## config.mk

```make
export PLATFORM = sky130hd
export DESIGN_NAME = nic_fifo_param_flat
export DESIGN_NICKNAME = d
export VERILOG_FILES = /design/src/rtl/nic_fifo_param_if.sv /design/src/rtl/nic_fifo_param.sv /design/src/flat_wrapper.sv
export SDC_FILE = /design/constraint.sdc
export NUM_CORES = 1
export LEC_CHECK = 0
export CAP_MARGIN = 25
export CORE_MARGIN = 5
export CORE_UTILIZATION = 55
export DETAILED_ROUTE_END_ITERATION = 12
export HOLD_SLACK_MARGIN = 0.12
export MAX_ROUTING_LAYER = met4
export PLACE_DENSITY = 0.73
export SLEW_MARGIN = 10
export SYNTH_ARGS = -nofsm -noshare
export SYNTH_HDL_FRONTEND = slang
export SYNTH_SLANG_ARGS = --single-unit
```

## constraint.sdc

```tcl
create_clock -name clk -period 7 [get_ports clk]
set_input_delay 1.4 -clock clk [delete_from_list [all_inputs] [get_ports clk]]
set_output_delay 1.4 -clock clk [all_outputs]
set_load 0.005 [all_outputs]
```

## src/rtl/nic_fifo_param_if.sv

```systemverilog
// Processor register port and router local port of the parametrised NIC.
// slave is the NIC side, master is the processor/router side.
interface nic_fifo_param_if #(
  parameter int unsigned DATA_W = 64
) ();
  logic [1:0]        addr;
  logic [0:DATA_W-1] d_in;
  logic [0:DATA_W-1] d_out;
  logic              nicEn;
  logic              nicEnWr;
  logic              net_so;
  logic              net_ro;
  logic [0:DATA_W-1] net_do;
  logic              net_polarity;
  logic              net_si;
  logic              net_ri;
  logic [0:DATA_W-1] net_di;

  modport slave (
    input  addr, d_in, nicEn, nicEnWr, net_ro, net_polarity, net_si, net_di,
    output d_out, net_so, net_do, net_ri
  );

  modport master (
    output addr, d_in, nicEn, nicEnWr, net_ro, net_polarity, net_si, net_di,
    input  d_out, net_so, net_do, net_ri
  );
endinterface

```

## src/rtl/nic_fifo_param.sv

```systemverilog
// Processor-to-ring NIC with independent output and input FIFOs.
// Bit 0 (leftmost) of a packet is the router polarity bit.
module nic_fifo_param #(
  parameter int unsigned DATA_W    = 64,
  parameter int unsigned OUT_DEPTH = 4,
  parameter int unsigned IN_DEPTH  = 4,
  parameter int unsigned CNT_W     = $clog2(((OUT_DEPTH > IN_DEPTH) ? OUT_DEPTH : IN_DEPTH) + 1)
) (
  input logic             clk,
  input logic             reset,
  nic_fifo_param_if.slave bus
);
  localparam int unsigned OPW = (OUT_DEPTH > 1) ? $clog2(OUT_DEPTH) : 1;
  localparam int unsigned IPW = (IN_DEPTH > 1) ? $clog2(IN_DEPTH) : 1;
  localparam logic [CNT_W-1:0] OUT_FULL_CNT = CNT_W'(OUT_DEPTH);
  localparam logic [CNT_W-1:0] IN_FULL_CNT  = CNT_W'(IN_DEPTH);
  localparam logic [OPW-1:0]   OUT_LAST     = OPW'(OUT_DEPTH - 1);
  localparam logic [IPW-1:0]   IN_LAST      = IPW'(IN_DEPTH - 1);

  typedef logic [0:DATA_W-1] data_t;

  data_t            out_mem_q [OUT_DEPTH];
  data_t            out_mem_d [OUT_DEPTH];
  data_t            in_mem_q  [IN_DEPTH];
  data_t            in_mem_d  [IN_DEPTH];
  logic [OPW-1:0]   out_wp_q, out_wp_d, out_rp_q, out_rp_d;
  logic [IPW-1:0]   in_wp_q, in_wp_d, in_rp_q, in_rp_d;
  logic [CNT_W-1:0] out_cnt_q, out_cnt_d, in_cnt_q, in_cnt_d;
  data_t            rd_data_q, rd_data_d;
  logic [1:0]       addr_q;
  logic             en_q;
  logic             ovf_q, ovf_d;

  logic             out_full, out_empty, in_full, in_empty;
  logic             out_wr, out_push, out_pop, out_drop;
  logic             in_rd, in_push, in_pop, ovf_clr;
  data_t            out_head, in_head;
  logic [CNT_W+1:0] out_stat;
  logic [CNT_W:0]   in_stat;

  always_comb begin
    out_full  = (out_cnt_q == OUT_FULL_CNT);
    out_empty = (out_cnt_q == '0);
    in_full   = (in_cnt_q == IN_FULL_CNT);
    in_empty  = (in_cnt_q == '0);
    out_head  = out_empty ? '0 : out_mem_q[out_rp_q];
    in_head   = in_mem_q[in_rp_q];

    out_wr    = bus.nicEn & bus.nicEnWr & (bus.addr == 2'b00);
    out_push  = out_wr & ~out_full;
    out_drop  = out_wr & out_full;
    out_pop   = bus.net_ro & ~out_empty & (bus.net_polarity != out_head[0]);
    in_push   = bus.net_si & ~in_full;
    in_rd     = bus.nicEn & ~bus.nicEnWr & (bus.addr == 2'b10);
    in_pop    = in_rd & ~in_empty;
    ovf_clr   = en_q & (addr_q == 2'b01) & ~bus.nicEnWr;

    out_stat  = {ovf_q, out_cnt_q, out_full};
    in_stat   = {in_cnt_q, ~in_empty};

    bus.net_do = out_head;
    bus.net_so = out_pop;
    bus.net_ri = ~in_full;
    bus.d_out  = '0;
    if (en_q) begin
      case (addr_q)
        2'b01:   bus.d_out = DATA_W'(out_stat);
        2'b10:   bus.d_out = rd_data_q;
        2'b11:   bus.d_out = DATA_W'(in_stat);
        default: bus.d_out = '0;
      endcase
    end
  end

  // Push/pop legality above is taken from pre-edge counts, so a pop never
  // frees room for a same-cycle push and a push never feeds a same-cycle pop.
  always_comb begin
    out_mem_d = out_mem_q;
    out_wp_d  = out_wp_q;
    out_rp_d  = out_rp_q;
    out_cnt_d = out_cnt_q;
    in_mem_d  = in_mem_q;
    in_wp_d   = in_wp_q;
    in_rp_d   = in_rp_q;
    in_cnt_d  = in_cnt_q;
    rd_data_d = rd_data_q;
    ovf_d     = out_drop | (ovf_q & ~ovf_clr);

    if (out_push) begin
      out_mem_d[out_wp_q] = bus.d_in;
      out_wp_d = (out_wp_q == OUT_LAST) ? '0 : out_wp_q + 1'b1;
    end
    if (out_pop) out_rp_d = (out_rp_q == OUT_LAST) ? '0 : out_rp_q + 1'b1;
    case ({out_push, out_pop})
      2'b10:   out_cnt_d = out_cnt_q + 1'b1;
      2'b01:   out_cnt_d = out_cnt_q - 1'b1;
      default: out_cnt_d = out_cnt_q;
    endcase

    if (in_push) begin
      in_mem_d[in_wp_q] = bus.net_di;
      in_wp_d = (in_wp_q == IN_LAST) ? '0 : in_wp_q + 1'b1;
    end
    if (in_pop) in_rp_d = (in_rp_q == IN_LAST) ? '0 : in_rp_q + 1'b1;
    case ({in_push, in_pop})
      2'b10:   in_cnt_d = in_cnt_q + 1'b1;
      2'b01:   in_cnt_d = in_cnt_q - 1'b1;
      default: in_cnt_d = in_cnt_q;
    endcase

    if (in_rd) rd_data_d = in_empty ? '0 : in_head;
  end

  always_ff @(posedge clk or negedge reset) begin
    if (!reset) begin
      out_mem_q <= '{default: '0};
      in_mem_q  <= '{default: '0};
      out_wp_q  <= '0;
      out_rp_q  <= '0;
      out_cnt_q <= '0;
      in_wp_q   <= '0;
      in_rp_q   <= '0;
      in_cnt_q  <= '0;
      rd_data_q <= '0;
      addr_q    <= '0;
      en_q      <= 1'b0;
      ovf_q     <= 1'b0;
    end else begin
      out_mem_q <= out_mem_d;
      in_mem_q  <= in_mem_d;
      out_wp_q  <= out_wp_d;
      out_rp_q  <= out_rp_d;
      out_cnt_q <= out_cnt_d;
      in_wp_q   <= in_wp_d;
      in_rp_q   <= in_rp_d;
      in_cnt_q  <= in_cnt_d;
      rd_data_q <= rd_data_d;
      addr_q    <= bus.addr;
      en_q      <= bus.nicEn;
      ovf_q     <= ovf_d;
    end
  end
endmodule

```

## src/flat_wrapper.sv

```systemverilog
// flat-port wrapper written by rule: the top's interface ports become plain ports
module nic_fifo_param_flat 
#(
  parameter int unsigned DATA_W    = 64,
  parameter int unsigned OUT_DEPTH = 4,
  parameter int unsigned IN_DEPTH  = 4,
  parameter int unsigned CNT_W     = $clog2(((OUT_DEPTH > IN_DEPTH) ? OUT_DEPTH : IN_DEPTH) + 1)
)
  (clk, reset, bus_addr, bus_d_in, bus_nicEn, bus_nicEnWr, bus_net_ro, bus_net_polarity, bus_net_si, bus_net_di, bus_d_out, bus_net_so, bus_net_do, bus_net_ri);
  nic_fifo_param_if #(.DATA_W(DATA_W)) bus_i ();
  input logic clk;
  input logic reset;
  input wire logic [$bits(bus_i.addr)-1:0] bus_addr;
  input wire logic [$bits(bus_i.d_in)-1:0] bus_d_in;
  input wire logic [$bits(bus_i.nicEn)-1:0] bus_nicEn;
  input wire logic [$bits(bus_i.nicEnWr)-1:0] bus_nicEnWr;
  input wire logic [$bits(bus_i.net_ro)-1:0] bus_net_ro;
  input wire logic [$bits(bus_i.net_polarity)-1:0] bus_net_polarity;
  input wire logic [$bits(bus_i.net_si)-1:0] bus_net_si;
  input wire logic [$bits(bus_i.net_di)-1:0] bus_net_di;
  output wire logic [$bits(bus_i.d_out)-1:0] bus_d_out;
  output wire logic [$bits(bus_i.net_so)-1:0] bus_net_so;
  output wire logic [$bits(bus_i.net_do)-1:0] bus_net_do;
  output wire logic [$bits(bus_i.net_ri)-1:0] bus_net_ri;
  assign bus_i.addr = bus_addr;
  assign bus_i.d_in = bus_d_in;
  assign bus_i.nicEn = bus_nicEn;
  assign bus_i.nicEnWr = bus_nicEnWr;
  assign bus_i.net_ro = bus_net_ro;
  assign bus_i.net_polarity = bus_net_polarity;
  assign bus_i.net_si = bus_net_si;
  assign bus_i.net_di = bus_net_di;
  assign bus_d_out = bus_i.d_out;
  assign bus_net_so = bus_i.net_so;
  assign bus_net_do = bus_i.net_do;
  assign bus_net_ri = bus_i.net_ri;
  nic_fifo_param #(.DATA_W(DATA_W), .OUT_DEPTH(OUT_DEPTH), .IN_DEPTH(IN_DEPTH), .CNT_W(CNT_W)) u_core (.clk(clk), .reset(reset), .bus(bus_i));
endmodule
```

==> summary.txt, run 1 <==
Clock network
  – Setup Fix Bufs, Post-CTS: 0
  – Post-cts sizing count: 0
  – Clk sinks: 594
  – H-tree lvl count: 2
  – Clk_lat worst skew: 620 ps
  – CTS Root Cell: clkbuf_16
  – CTS tree: done
  – Hold_buf cts: 0
  – Clk buf depth: 3
  – CTS Buf Count: just over 60
  – Clock slew at reported path FFs: 60 ps

Layout
  – Most frequent cells in the layout: dfrtp_1, mux2_2, clkdlybuf4s50_1
  – Share of cells above drive strength 1: 38.6%
  – Cell area after layout: 0.0313 mm2
  – Synthesis-to-finish area growth: 18.3%
  – Commonest non-fill, non-tap cell in the layout: dfrtp_1
  – # nets final: 2015

Setup path
  – Crit-path max FO: 38
  – Type of element launching the critical path: flip-flop
  – Crit path DAT: approximately 3500 ps
  – CP Data Required Time: ~5600 ps
  – Critical path class: flip-flop to primary output
  – Worst setup EP type: primary output

Global routing
  – GRT Residual Overflow: 0
  – GRT Overall Usage: 22.9%
  – First-pass GRT wire length: 94.2 mm
  – Largest net degree at the start of global routing: between 150 and 200
  – Initial antenna violation count: 12
  – Vias in the first global route: 16600

Synthesis
  – Synth Instances: 1627
  – Post-Syn Area: around 0.026 mm2
  – Post-synthesis sequential area ratio: 56.1%
  – Synth unique cells: 35
  – Yosys warnings: 0
  – Synth Register Bits: 594
  – Syn Nets: 1778
  – Avg Inst Size Synth: around 16 um2

STA
  – Fin. Hold Viols: 0
  – Clock skew: 24.0 ps
  – Max Slew Vio Count: 0
  – RSZ-0062 raised after global routing: no
  – Fmax: between 0.2 and 0.25 GHz
  – Minimum clock period: around 4900 ps
  – TNS Setup: 0 ps
  – # setup viols final: 0
  – Slew @ Worst Pin: ~1100 ps
  – Max_slew headroom: 27.9%
  – Final Cycle Share: 69.4%

Detailed routing
  – Vias per inst: 5.87
  – DRC viols: 0
  – Mean routed wirelength per cell: 22.8 um
  – Via Count: 14900
  – DRT iter0 DRCs: 729
  – Total wire length: ~58 mm
  – DR pass1 iterations: 4
  – Antenna Nets Post-Route: 0

Floorplan
  – # rows: 80
  – Die Wd: ~230 um
  – Core area: ~0.048 mm2
  – Die span in y: 229 um
  – Die ar.: 0.0527 mm2
  – Initial Util: 55.6%
  – I/O pin count: 267

Power and ir drop
  – Leakage power: 13.9 nW
  – Maximum VDD drop: 0.251 mV
  – Logic pwr share: 34.9%
  – Clk pwr share: between 20% and 30%
  – Sw Share: 28.0%
  – PwrDens: 452 mW/mm2
  – Power share of the sequential group: between 40% and 50%
  – NetSw: 3.97 mW
  – Pint: 10.2 mW

Place
  – GP Congestion: 0.724
  – Detailed Place HPWL: 33.7 mm
  – IO Port Bufs: ~270
  – DP Area: just under 0.03 mm2

Run status
  – Status: finished clean

Flow run
  – Max-cap viol count: 0

Min path
  – Hold Path Class: flip-flop to flip-flop
[path summary, 6_finish.rpt]
kind	start	to	cells after the start	slack, ps
min	u_core.out_mem_q[33]$_DFFE_PN0P_	u_core.out_mem_q[33]$_DFFE_PN0P_	1	490
max	u_core.out_rp_q[0]$_DFFE_PN0P_	bus_net_do[17]	4	2140
min in group asynchronous	reset	u_core.out_mem_q[200]$_DFFE_PN0P_	1	840
max in group asynchronous	reset	u_core.out_mem_q[215]$_DFFE_PN0P_	2	4730
max reg2reg	u_core.out_rp_q[0]$_DFFE_PN0P_	u_core.out_cnt_q[2]$_DFFE_PN0P_	9	3640
min reg2reg	u_core.out_mem_q[33]$_DFFE_PN0P_	u_core.out_mem_q[33]$_DFFE_PN0P_	1	490
[layout make-up]
| type | count | area (um2) |
|---|---|---|
| fillers | 3399 | 16300 |
| flip-flops and latches | 594 | 14900 |
| multi-input cells | 908 | 10800 |
| repair buffers | 287 | 2880 |
| clock buffers | 95 | 1850 |
| well taps | 615 | 769 |
| clock inverters | 13 | 128 |
| inverters | 12 | 45.0 |
| diodes | 13 | 32.5 |
[registers in the layout (all words and copies together) (netlist names), 2 cells and up]
signal,count
u_core.addr_q,2
u_core.in_cnt_q,3
u_core.in_mem_q,256
u_core.in_rp_q,2
u_core.in_wp_q,2
u_core.out_cnt_q,3
u_core.out_mem_q,256
u_core.out_rp_q,2
u_core.out_wp_q,2
u_core.rd_data_q,64
[power by group through the flow]
stage / combinational [mW] / sequential [mW] / clock [mW]
2_1_floorplan: 3.79 / 5.61 / 0
3_3_place_gp: 4.87 / 5.97 / 0
4_1_cts: 5.02 / 6.03 / 3.28
3_5_place_dp: 5.01 / 6.07 / 0
6_report: 4.94 / 6.03 / 3.19
5_1_grt: 5.36 / 6.23 / 3.42
[per-stage QoR]
step                      std cells  power [mW]  hold WS (ps)  setup WS, ps  utilization, %
final                          2537        14.2           488          2140            65.8
after floorplan                1627        9.40           459          3810               -
after detailed placement       2415        11.1           479          2600            61.5
after global placement         2414        10.8           468          2670            61.4
after CTS                      2523        14.3           492          2010            65.7
after global routing           2536        15.0           498          1870            65.8
[logic make-up (layout without fill, tap and decap cells)]
family | after synthesis | after routing | share of synthesized area, %
compound gates | 77 | 77 | 2.48
xor+xnor | 7 | 7 | 0.231
fa+ha+maj | 14 | 14 | 0.718
buf+inv | 125 | 407 | 3.44
flops | 594 | 594 | 56.1
mux | 648 | 648 | 33.0
other cells | 0 | 13 | 0
simple gates | 162 | 162 | 4.05
[layer usage]
layer	wire (um)	global-route usage (%)	part of all wire [%]	vias up
met5	0	-	0	-
met4	1280	6.45	2.2	0
met3	2910	4.66	5.0	90
met2	29500	38.2	51	271
met1	24300	28.9	42	7999
li1	-	-	-	6528
[cell usage after synthesis, drive strengths merged]
cell,instances,area share [%]
a21boi,2,0.099
a22o,64,2.1
a22oi,4,0.11
a32o,1,0.038
and2,1,0.033
and3,59,1.4
and4bb,1,0.047
buf,71,2.7
clkbuf,42,0.60
dfrtp,594,56
fa,2,0.15
ha,12,0.57
inv,12,0.17
mux2,518,22
mux2i,2,0.076
mux4,128,11
nand2,16,0.59
nand3b,1,0.028
nand4bb,2,0.085
nor2,9,0.13
nor2b,69,1.6
nor3,2,0.038
nor3b,1,0.047
o21ai,6,0.11
or3b,1,0.033
xnor2,3,0.099
xor2,4,0.13
[critical path: stages, from the launching register on]
cell and delay, ps:
dfrtp_4 950, buf_4 650, mux4_2 600, nor2b_1 150, clkdlybuf4s50_1 480
Note: power is estimated with default switching activity, not from simulation.
==> run 2, diff against run 1 <==
--- a/config.mk
+++ b/config.mk
@@ -7,7 +7,7 @@
 export LEC_CHECK = 0
 export CAP_MARGIN = 25
 export CORE_MARGIN = 5
-export CORE_UTILIZATION = 55
+export CORE_UTILIZATION = 52
 export DETAILED_ROUTE_END_ITERATION = 12
 export HOLD_SLACK_MARGIN = 0.12
 export MAX_ROUTING_LAYER = met4
==> constraint.sdc (replaced) <==
create_clock -name clk -period 4.3 [get_ports clk]
set_input_delay 0.86 -clock clk [delete_from_list [all_inputs] [get_ports clk]]
set_output_delay 0.86 -clock clk [all_outputs]
set_load 0.005 [all_outputs]
==> run 2 against run 1 <==
Net effect: non-clock buffer count up 12; hold slack worse by 250 ps; total power up 64%; largest power group unchanged; clock power up 63%.
==> summary.txt, run 2 (synthesized netlist as in run 1, its figures left out) <==
Run status
  – Status: finished clean

Min path
  – Hold Path Class: input pin to asynchronous set/reset pin

Detailed routing
  – Antenna Nets Post-Route: 0 (unchanged)
  – DRT iter0 DRCs: 638 (-12%)
  – Total wire length: 58.7 mm (+1.4%)
  – DRC viols: 0 (unchanged)
  – Via Count: 14900 (+0.18%)
  – Vias per inst: 5.73 (-2.4%)
  – Mean routed wirelength per cell: 22.6 um (-1.2%)
  – DR pass1 iterations: 5 (+1)

Clock network
  – CTS Buf Count: 61 (unchanged)
  – Clk_lat worst skew: 630 ps (about the same)
  – Hold_buf cts: 0 (unchanged)
  – Clk sinks: 594 (unchanged)
  – Setup Fix Bufs, Post-CTS: 0 (unchanged)
  – CTS Root Cell: clkbuf_16
  – Post-cts sizing count: 0 (unchanged)
  – CTS tree: done
  – Clk buf depth: 3 (unchanged)
  – H-tree lvl count: 2 (unchanged)
  – Clock slew at reported path FFs: 60 ps (about the same)

Floorplan
  – Die span in y: 236 um (+2.7%)
  – Core area: 0.0503 mm2 (+5.5%)
  – Die ar.: 0.0556 mm2 (+5.5%)
  – # rows: 82 (+2.5%)
  – Initial Util: 52.7% (-2.9 points)
  – I/O pin count: 267 (unchanged)
  – Die Wd: 236 um (+2.7%)

Setup path
  – Crit path DAT: 2990 ps (-470 ps)
  – Type of element launching the critical path: flip-flop
  – CP Data Required Time: 3440 ps (-2160 ps)
  – Worst setup EP type: primary output
  – Critical path class: flip-flop to primary output
  – Crit-path max FO: 29 (-24%)
  – Reg2Reg Depth: 9 (unchanged)

Global routing
  – First-pass GRT wire length: 94.9 mm (+0.84%)
  – Initial antenna violation count: 11 (-1)
  – Largest net degree at the start of global routing: 94 (-41%)
  – GRT Overall Usage: 21.8% (-1.1 points)
  – Vias in the first global route: 16600 (+0.084%)
  – GRT Residual Overflow: 0 (unchanged)

Place
  – IO Port Bufs: 266 (unchanged)
  – GP Congestion: 0.746 (+3.1%)
  – Detailed Place HPWL: 35.6 mm (+5.7%)

Layout
  – Synthesis-to-finish area growth: 19.2%
  – Fill cells: 3736 (+9.9%)
  – Commonest non-fill, non-tap cell in the layout: dfrtp_1
  – Biggest regs: u_core.in_mem_q (256), u_core.out_mem_q (256), u_core.rd_data_q (64)
  – Most frequent cells in the layout: dfrtp_1, mux2_2, clkdlybuf4s50_1
  – # nets final: 2027 (+0.60%)
  – Share of cells above drive strength 1: 38.9% (+0.28 points)
  – Multi-input logic area: 0.0108 mm2 (unchanged)
  – Register area: 0.0149 mm2 (about the same)

STA
  – Minimum clock period: between 3000 and 4000 ps
  – Max Slew Vio Count: 0 (unchanged)
  – Max_slew headroom: 37.0% (+9.1 points)
  – TNS Setup: 0 ps (unchanged)
  – Fmax: 0.260 GHz
  – # setup viols final: 0 (unchanged)
  – Slew @ Worst Pin: 945 ps (-137 ps)
  – Final Cycle Share: 89.5%
  – Clock skew: 25.0 ps (+0.968 ps)
  – Fin. Hold Viols: 0 (unchanged)
  – RSZ-0062 raised after global routing: no

Power and ir drop
  – Leakage power: 13.9 nW (+0.65%)
  – Maximum VDD drop: 0.384 mV (+53%)
  – PwrDens: 733 mW/mm2 (+62%)
  – Overall Power: 23.2 mW (+64%)

Flow run
  – Max-cap viol count: 0 (unchanged)
run 2: area by class of cell:
cell class	instances	area share, %
inverter	12	0.143
multi-input combinational	908	34.0
tap	672	2.66
antenna	11	0.0872
timing repair buffer	299	9.69
clock buffer	93	5.76
sequential	594	47.1
clock inverter	15	0.503
run 2: path summary, 6_finish.rpt:
check	from	to	slack (ps)
max in group asynchronous	reset	u_core.out_mem_q[85]$_DFFE_PN0P_	2980
setup / recovery	u_core.out_rp_q[0]$_DFFE_PN0P_	bus_net_do[15]	450
hold reg to reg	u_core.in_mem_q[205]$_DFFE_PN0P_	u_core.in_mem_q[205]$_DFFE_PN0P_	490
min in group clk	u_core.in_mem_q[205]$_DFFE_PN0P_	u_core.in_mem_q[205]$_DFFE_PN0P_	490
setup reg to reg	u_core.out_rp_q[0]$_DFFE_PN0P_	u_core.out_cnt_q[2]$_DFFE_PN0P_	1340
hold / removal	reset	u_core.out_mem_q[199]$_DFFE_PN0P_	240
run 2: power breakdown:
| part | switching (mW) | internal, mW |
|---|---|---|
| Combinational | 2.80 | 5.35 |
| Clock | 2.18 | 3.02 |
| Sequential | 1.57 | 8.24 |
run 2: through the flow:
step,worst slack [ps],hold WS [ps],area (um2),utilization [%],std cells
detailed placement,985,476,29600,58.8,2484
global placement,1010,469,29500,58.7,2482
global route,257,292,31600,62.8,2604
CTS,341,305,31500,62.7,2592
floorplan,1690,459,26500,-,1627
finish,452,242,31600,62.8,2604
run 2: critical path, cell delays in order, from the launching register on:
cell,delay [ps]
dfrtp_4,570
buf_4,540
mux4_2,580
nor2b_1,140
clkdlybuf4s50_1,520
run 2: metal layers:
layer | vias up | wire length, um | track usage (%) | share of wire (%)
met1 | 7999 | 25400 | 28.3 | 43
met4 | 0 | 1220 | 5.59 | 2.1
met5 | - | 0 | - | 0
met3 | 86 | 2560 | 4.29 | 4.4
met2 | 278 | 29600 | 36.0 | 50
li1 | 6552 | - | - | -
==> run 3, diff against run 2 <==
--- a/config.mk
+++ b/config.mk
@@ -8,11 +8,12 @@
 export CAP_MARGIN = 25
 export CORE_MARGIN = 5
 export CORE_UTILIZATION = 52
+export CTS_CLUSTER_SIZE = 12
 export DETAILED_ROUTE_END_ITERATION = 12
 export HOLD_SLACK_MARGIN = 0.12
 export MAX_ROUTING_LAYER = met4
 export PLACE_DENSITY = 0.73
-export SLEW_MARGIN = 10
+export SLEW_MARGIN = 20
 export SYNTH_ARGS = -nofsm -noshare
 export SYNTH_HDL_FRONTEND = slang
 export SYNTH_SLANG_ARGS = --single-unit
==> run 3 against run 2 <==
Net effect: sequential cell count unchanged; count of clock-buffer cells in the layout increased by 4; register-to-register slack improved by 20 ps; routed wire length about the same; via count increased by 0.32%; largest power group unchanged; critical path depth unchanged; total power decreased by 0.72%; utilization decreased by 0.21 points; highest routed layer unchanged; die area unchanged; worst setup slack got worse by 1.2 ps; first-iteration DRC count increased by 0.47%; clock skew increased by 3.7 ps.
==> summary.txt, run 3 (synthesized netlist as in run 1, its figures left out) <==
Layout
  – Cell area after layout: 0.0315 mm2 (-0.34%)
  – Post-layout instance count excluding filler cells: 2600 (-0.15%)
  – Commonest non-fill, non-tap cell in the layout: dfrtp_1
  – Share of cells above drive strength 1: 38.6% (-0.25 points)
  – Post-layout util: 62.6% (-0.21 points)
  – # nets final: 2026 (-0.049%)
  – Most frequent cells in the layout: dfrtp_1, mux2_2, clkdlybuf4s50_1
  – Biggest regs: u_core.in_mem_q (256), u_core.out_mem_q (256), u_core.rd_data_q (64)
  – Synthesis-to-finish area growth: 18.8%

Detailed routing
  – DR pass1 iterations: 4 (-1)
  – DRT iter0 DRCs: 641 (+0.47%)
  – Via Count: 15000 (+0.32%)
  – Antenna Nets Post-Route: 0 (unchanged)
  – Mean routed wirelength per cell: 22.6 um (+0.11%)
  – DRC viols: 0 (unchanged)
  – Vias per inst: 5.75 (+0.47%)
  – Total wire length: 58.7 mm (about the same)

Power and ir drop
  – Sw Share: 28.3% (+0.065 points)
  – Leakage power: 13.9 nW (-0.43%)
  – Power share of the sequential group: 42.7% (+0.3 points)
  – Clk pwr share: 21.8% (-0.6 points)
  – PwrDens: 731 mW/mm2 (-0.38%)
  – Pint: 16.5 mW (-0.81%)
  – Logic pwr share: 35.4% (+0.2 points)
  – Maximum VDD drop: 0.414 mV (+8.0%)
  – NetSw: 6.51 mW (-0.49%)

Global routing
  – First-pass GRT wire length: 95.0 mm (about the same)
  – GRT Residual Overflow: 0 (unchanged)
  – Largest net degree at the start of global routing: 94 (unchanged)
  – Initial antenna violation count: 10 (-1)
  – Vias in the first global route: 16600 (-0.14%)
  – GRT Overall Usage: 21.9% (+0.044 points)

Floorplan
  – Die Wd: 236 um (unchanged)
  – Initial Util: 52.7% (unchanged)
  – I/O pin count: 267 (unchanged)
  – Core area: 0.0503 mm2 (unchanged)
  – Die ar.: 0.0556 mm2 (unchanged)
  – # rows: 82 (unchanged)
  – Die span in y: 236 um (unchanged)

STA
  – Fmax: 0.260 GHz (about the same)
  – Max_slew headroom: 36.2% (-0.85 points)
  – Final Cycle Share: 89.5% (about the same)
  – Max Slew Vio Count: 0 (unchanged)
  – Hold Slack: 279 ps (+36.9 ps)
  – Slew @ Worst Pin: 957 ps (+12.7 ps)
  – TNS Setup: 0 ps (unchanged)
  – Clock skew: 28.7 ps (+3.67 ps)
  – # setup viols final: 0 (unchanged)
  – Fin. Hold Viols: 0 (unchanged)
  – RSZ-0062 raised after global routing: no
  – Minimum clock period: 3850 ps (+1.23 ps)

Setup path
  – Worst setup EP type: primary output
  – Type of element launching the critical path: flip-flop
  – Crit-path max FO: 29 (unchanged)
  – CP Data Required Time: 3440 ps (about the same)
  – Crit path DAT: 2990 ps (about the same)
  – Critical path class: flip-flop to primary output

Run status
  – Status: finished clean

Clock network
  – Clk_lat worst skew: 620 ps (about the same)
  – CTS Root Cell: clkbuf_16
  – Hold_buf cts: 0 (unchanged)
  – Clock slew at reported path FFs: 60 ps (about the same)
  – CTS tree: done
  – CTS Buf Count: 61 (unchanged)
  – Post-cts sizing count: 0 (unchanged)
  – Setup Fix Bufs, Post-CTS: 0 (unchanged)
  – Clk buf depth: 3 (unchanged)
  – Clk sinks: 594 (unchanged)
  – H-tree lvl count: 2 (unchanged)

Min path
  – Hold Path Class: input pin to asynchronous set/reset pin

Place
  – Detailed Place HPWL: 35.6 mm (about the same)
  – IO Port Bufs: 266 (unchanged)
  – Placed cell count: 2484 (unchanged)
  – DP Area: 0.0296 mm2 (unchanged)
  – GP Congestion: 0.746 (unchanged)

Flow run
  – Max-cap viol count: 0 (unchanged)
[run 3: cell count changes in the layout (fill, tap and decap cells not counted), moves of 2 or more]
cell       previous run  this run
clkinv_2              9         5
clkbuf_1             16        19
bufinv_16             2         0
clkbuf_8             15        17
[run 3: area by class of cell]
class	count	area, um2
antenna	10	25.0
clock buffer	97	1830
clock inverter	9	58.8
fill	3735	18800
inverter	12	45.0
multi-input combinational	908	10800
sequential	594	14900
tap	672	841
timing repair buffer	298	3040
[run 3: worst max-delay path: stages, from the launching register on]
cell	delay (ps)
dfrtp_4	570
buf_4	540
mux4_2	580
nor2b_1	140
clkdlybuf4s50_1	520
[run 3: power by group through the flow]
stage / logic, mW / registers [mW] / clock network (mW)
final: 8.15 / 9.82 / 5.02
after global routing: 8.85 / 10.1 / 5.36
after CTS: 8.30 / 9.81 / 5.16
after detailed placement: 8.28 / 9.89 / 0
after global placement: 7.95 / 9.78 / 0
after floorplan: 6.18 / 9.13 / 0
[run 3: worst paths after layout]
path / from / endpoint / slack (ps) / cells past startpoint
max in group asynchronous: reset / u_core.out_mem_q[213]$_DFFE_PN0P_ / 2900 / 2
worst min register to register: u_core.out_mem_q[6]$_DFFE_PN0P_ / u_core.out_mem_q[6]$_DFFE_PN0P_ / 480 / 1
worst min-delay path: reset / u_core.out_mem_q[199]$_DFFE_PN0P_ / 280 / 1
worst max register to register: u_core.out_rp_q[0]$_DFFE_PN0P_ / u_core.out_cnt_q[2]$_DFFE_PN0P_ / 1360 / 9
min in group clk: u_core.out_mem_q[6]$_DFFE_PN0P_ / u_core.out_mem_q[6]$_DFFE_PN0P_ / 480 / 1
worst max-delay path: u_core.out_rp_q[0]$_DFFE_PN0P_ / bus_net_do[15] / 450 / 4
[run 3: routing by layer]
| metal | track usage (%) | vias up | part of all wire, % |
|---|---|---|---|
| li1 | - | 6554 | - |
| met1 | 28.7 | 8031 | 43 |
| met2 | 35.4 | 303 | 50 |
| met3 | 4.36 | 74 | 5.0 |
| met4 | 5.96 | 0 | 1.9 |
| met5 | - | - | 0 |
[run 3: metrics by stage]
step / total power, mW / setup WS, ps
3_3_place_gp: 17.7 / 1010
3_5_place_dp: 18.2 / 986
2_1_floorplan: 15.3 / 1690
6_report: 23.0 / 451
5_1_grt: 24.3 / 254
4_1_cts: 23.3 / 352
==> patch, RTL diff (flow settings as in run 3) <==
Reset style: synchronous (`reset`), changed in one clocked block.
--- a/src/rtl/nic_fifo_param.sv
+++ b/src/rtl/nic_fifo_param.sv
@@ -112,5 +112,5 @@
   end
 
-  always_ff @(posedge clk or negedge reset) begin
+  always_ff @(posedge clk) begin
     if (!reset) begin
       out_mem_q <= '{default: '0};
Function: differs if reset is asserted again (counterexample within 4 cycles, from zero or initial values and one cycle with reset low); with reset held inactive, the same outputs for 4 cycles.
==> patch against run 3 <==
  * Area after synthesis rose by 0.34%
  * Global-route usage rose by 3.5 points
  * Worst setup slack improved by 0.038 ns
  * Sequential cell count did not move
  * Die area rose by 0.32%
  * Final cell count rose by 43%
  * Wire length rose by 21%
  * Cell area fell by 1.7%
Power is not compared: it rests on default switching activity, and its combinational part moved more than twofold at a synthesized area within 25%.
==> patch: results (changes against run 3) <==
[yosys]
syn_nets = 3016  ; +70%
yosysSeqAreaShare = 0.4474  ; -0.1137
synthTopCellsByArea = dfxtp_1, nand2_1, a21boi_1, mux4_2, nor2b_1
ys_warn_count = 0  ; unchanged
ys_types = 36  ; +2.9%
synthArstFlopShare = 0  ; -1.000
synth-main-ff-cell = dfxtp_1
synth_largest_area_cell = dfxtp_1
synth_commonest_cells = nand2_1, dfxtp_1, a21boi_1

[clock_network]
clk_path_buf_depth = 3  ; unchanged
post-cts-setup-buffer-count = 0  ; unchanged
cts-htree-levels = 2  ; unchanged
cts-root-buf = clkbuf_16
clk_pin_slew_ns = 0.06  ; about the same
cts_buffers = 60  ; -1.6%
clk_latency_ns = 0.64  ; +0.02 ns
ctsResizeCount = 0  ; unchanged

[finish]
reg.largest.list = u_core.in_mem_q x256, u_core.out_mem_q x256, u_core.rd_data_q x64
final_layout_size_suffix_gt1_frac = 0.08995  ; -0.2964
nFillCells = 4180  ; +12%
fin_nets = 3142  ; +55%

[critical_path]
rr_worst_depth = 9  ; unchanged
worst-endpoint-arrival_ns = 2.95  ; -0.04 ns
r2r_slack_ns = 1.15  ; -0.21 ns
crit_path_start = u_core.out_rp_q[0]
crit_path_max_fanout = 13  ; -55%
worstSetupEndpoint = bus_net_so
worst_r2r_endpoint = u_core.out_cnt_q[2]

[grt]
grt_max_degree = 147  ; +56%
grt_pass1_wl_um = 113800  ; +20%
grt_pass1_vias = 21410  ; +29%
grt_usage = 0.2541  ; +0.03524
antenna_found_initial = 11  ; +1

[place]
dpl.hpwl_um = 40460  ; +14%
post_dp_cell_area_um2 = 29040  ; -1.7%
globalplace.congestion = 0.7817  ; +4.8%
port_buffers = 266  ; unchanged

[routing]
maxUsedRoutingLayer = met4
drt_iter0_drc = 1758  ; +170%
routed_via_density = 5.646  ; -1.9%
wl_met3_um = 5216  ; +78%
met1Wirelength_um = 28910  ; +15%
wl_met2_um = 35270  ; +19%
post_drt_wl_per_cell_um = 19.13  ; -15%
firstDrtPassIters = 5  ; +1

[pwr]
max-vdd-ir-drop_uv = 313.3
p_leak_nw = 10.29

[sta]
skew_ns = 0.01523  ; -0.01343 ns
relSlewSlack = 0.3369  ; -0.02491

[worst_hold_path]
hp-class = reg -> reg

[run_status]
status = finished clean

## patch: cell types whose count changed after synthesis, sizes merged, moves of 6 or more
cell,before,now
nand2,16,1037
dfrtp,594,0
dfxtp,0,594
mux2,518,1
a21boi,2,517
nor2b,69,139
buf,71,139
a22oi,4,69
a22o,64,0
clkbuf,42,99
nand3,0,10
and3,59,67
and2,1,7
## patch: power breakdown
group          leakage, nW  internal (mW)  switching, mW
Clock                0.904           2.82           2.17
Sequential            4.81           5.61         0.0738
Combinational         4.58          0.387          0.445
Total                 10.3           8.82           2.69
## patch: final cells by class
class | count | area, µm² | share of cell area
multi-input cells | 2023 | 13140 | 0.4248
flip-flops and latches | 594 | 11900 | 0.3848
repair buffers | 302 | 3126 | 0.1011
clock buffers | 99 | 1789 | 0.05785
well taps | 672 | 840.8 | 0.02719
clock inverters | 7 | 67.56 | 0.002185
inverters | 10 | 37.54 | 0.001214
diodes | 11 | 27.53 | 0.0008900
## patch: routing by layer
metal,vias up,GRT usage
met3,118,0.04532
met4,0,0.08181
met5,-,-
met1,10320,0.3120
met2,679,0.4282
li1,9873,-
## patch: cell families after synthesis
group	share of synthesized area
buf+inv	0.06001
fa+ha+maj	0.007155
mux	0.1111
flops	0.4474
xor+xnor	0.001648
compound gates	0.1670
simple gates	0.2057
## patch: how the worst min path moves through the flow
stage	from	endpoint	slack (ns)	cells past startpoint
after floorplan	u_core.in_mem_q[100]	u_core.in_mem_q[100]	0.43	2
after global placement	u_core.in_mem_q[15]	u_core.in_mem_q[15]	0.44	2
after CTS	u_core.in_mem_q[12]	u_core.in_mem_q[12]	0.45	2
final	u_core.out_mem_q[241]	u_core.out_mem_q[241]	0.45	2
after detailed placement	u_core.in_mem_q[58]	u_core.in_mem_q[58]	0.44	2
after global routing	u_core.out_mem_q[125]	u_core.out_mem_q[125]	0.46	2
## patch: through the flow
stage | power (mW) | worst slack [ns] | instances
floorplan | 6.294 | 1.494 | 2865
CTS | 11.61 | 0.4173 | 3707
detailed placement | 6.633 | 0.9260 | 3601
global route | 11.90 | 0.3749 | 3718
finish | 11.52 | 0.4889 | 3718
global placement | 6.605 | 0.9502 | 3601
## patch: worst max-delay path, cell delays in order (launching register included)
cell,delay [ns]
dfxtp_4,0.51
mux4_2,0.59
xnor2_1,0.18
nor3b_2,0.44
clkdlybuf4s50_1,0.60
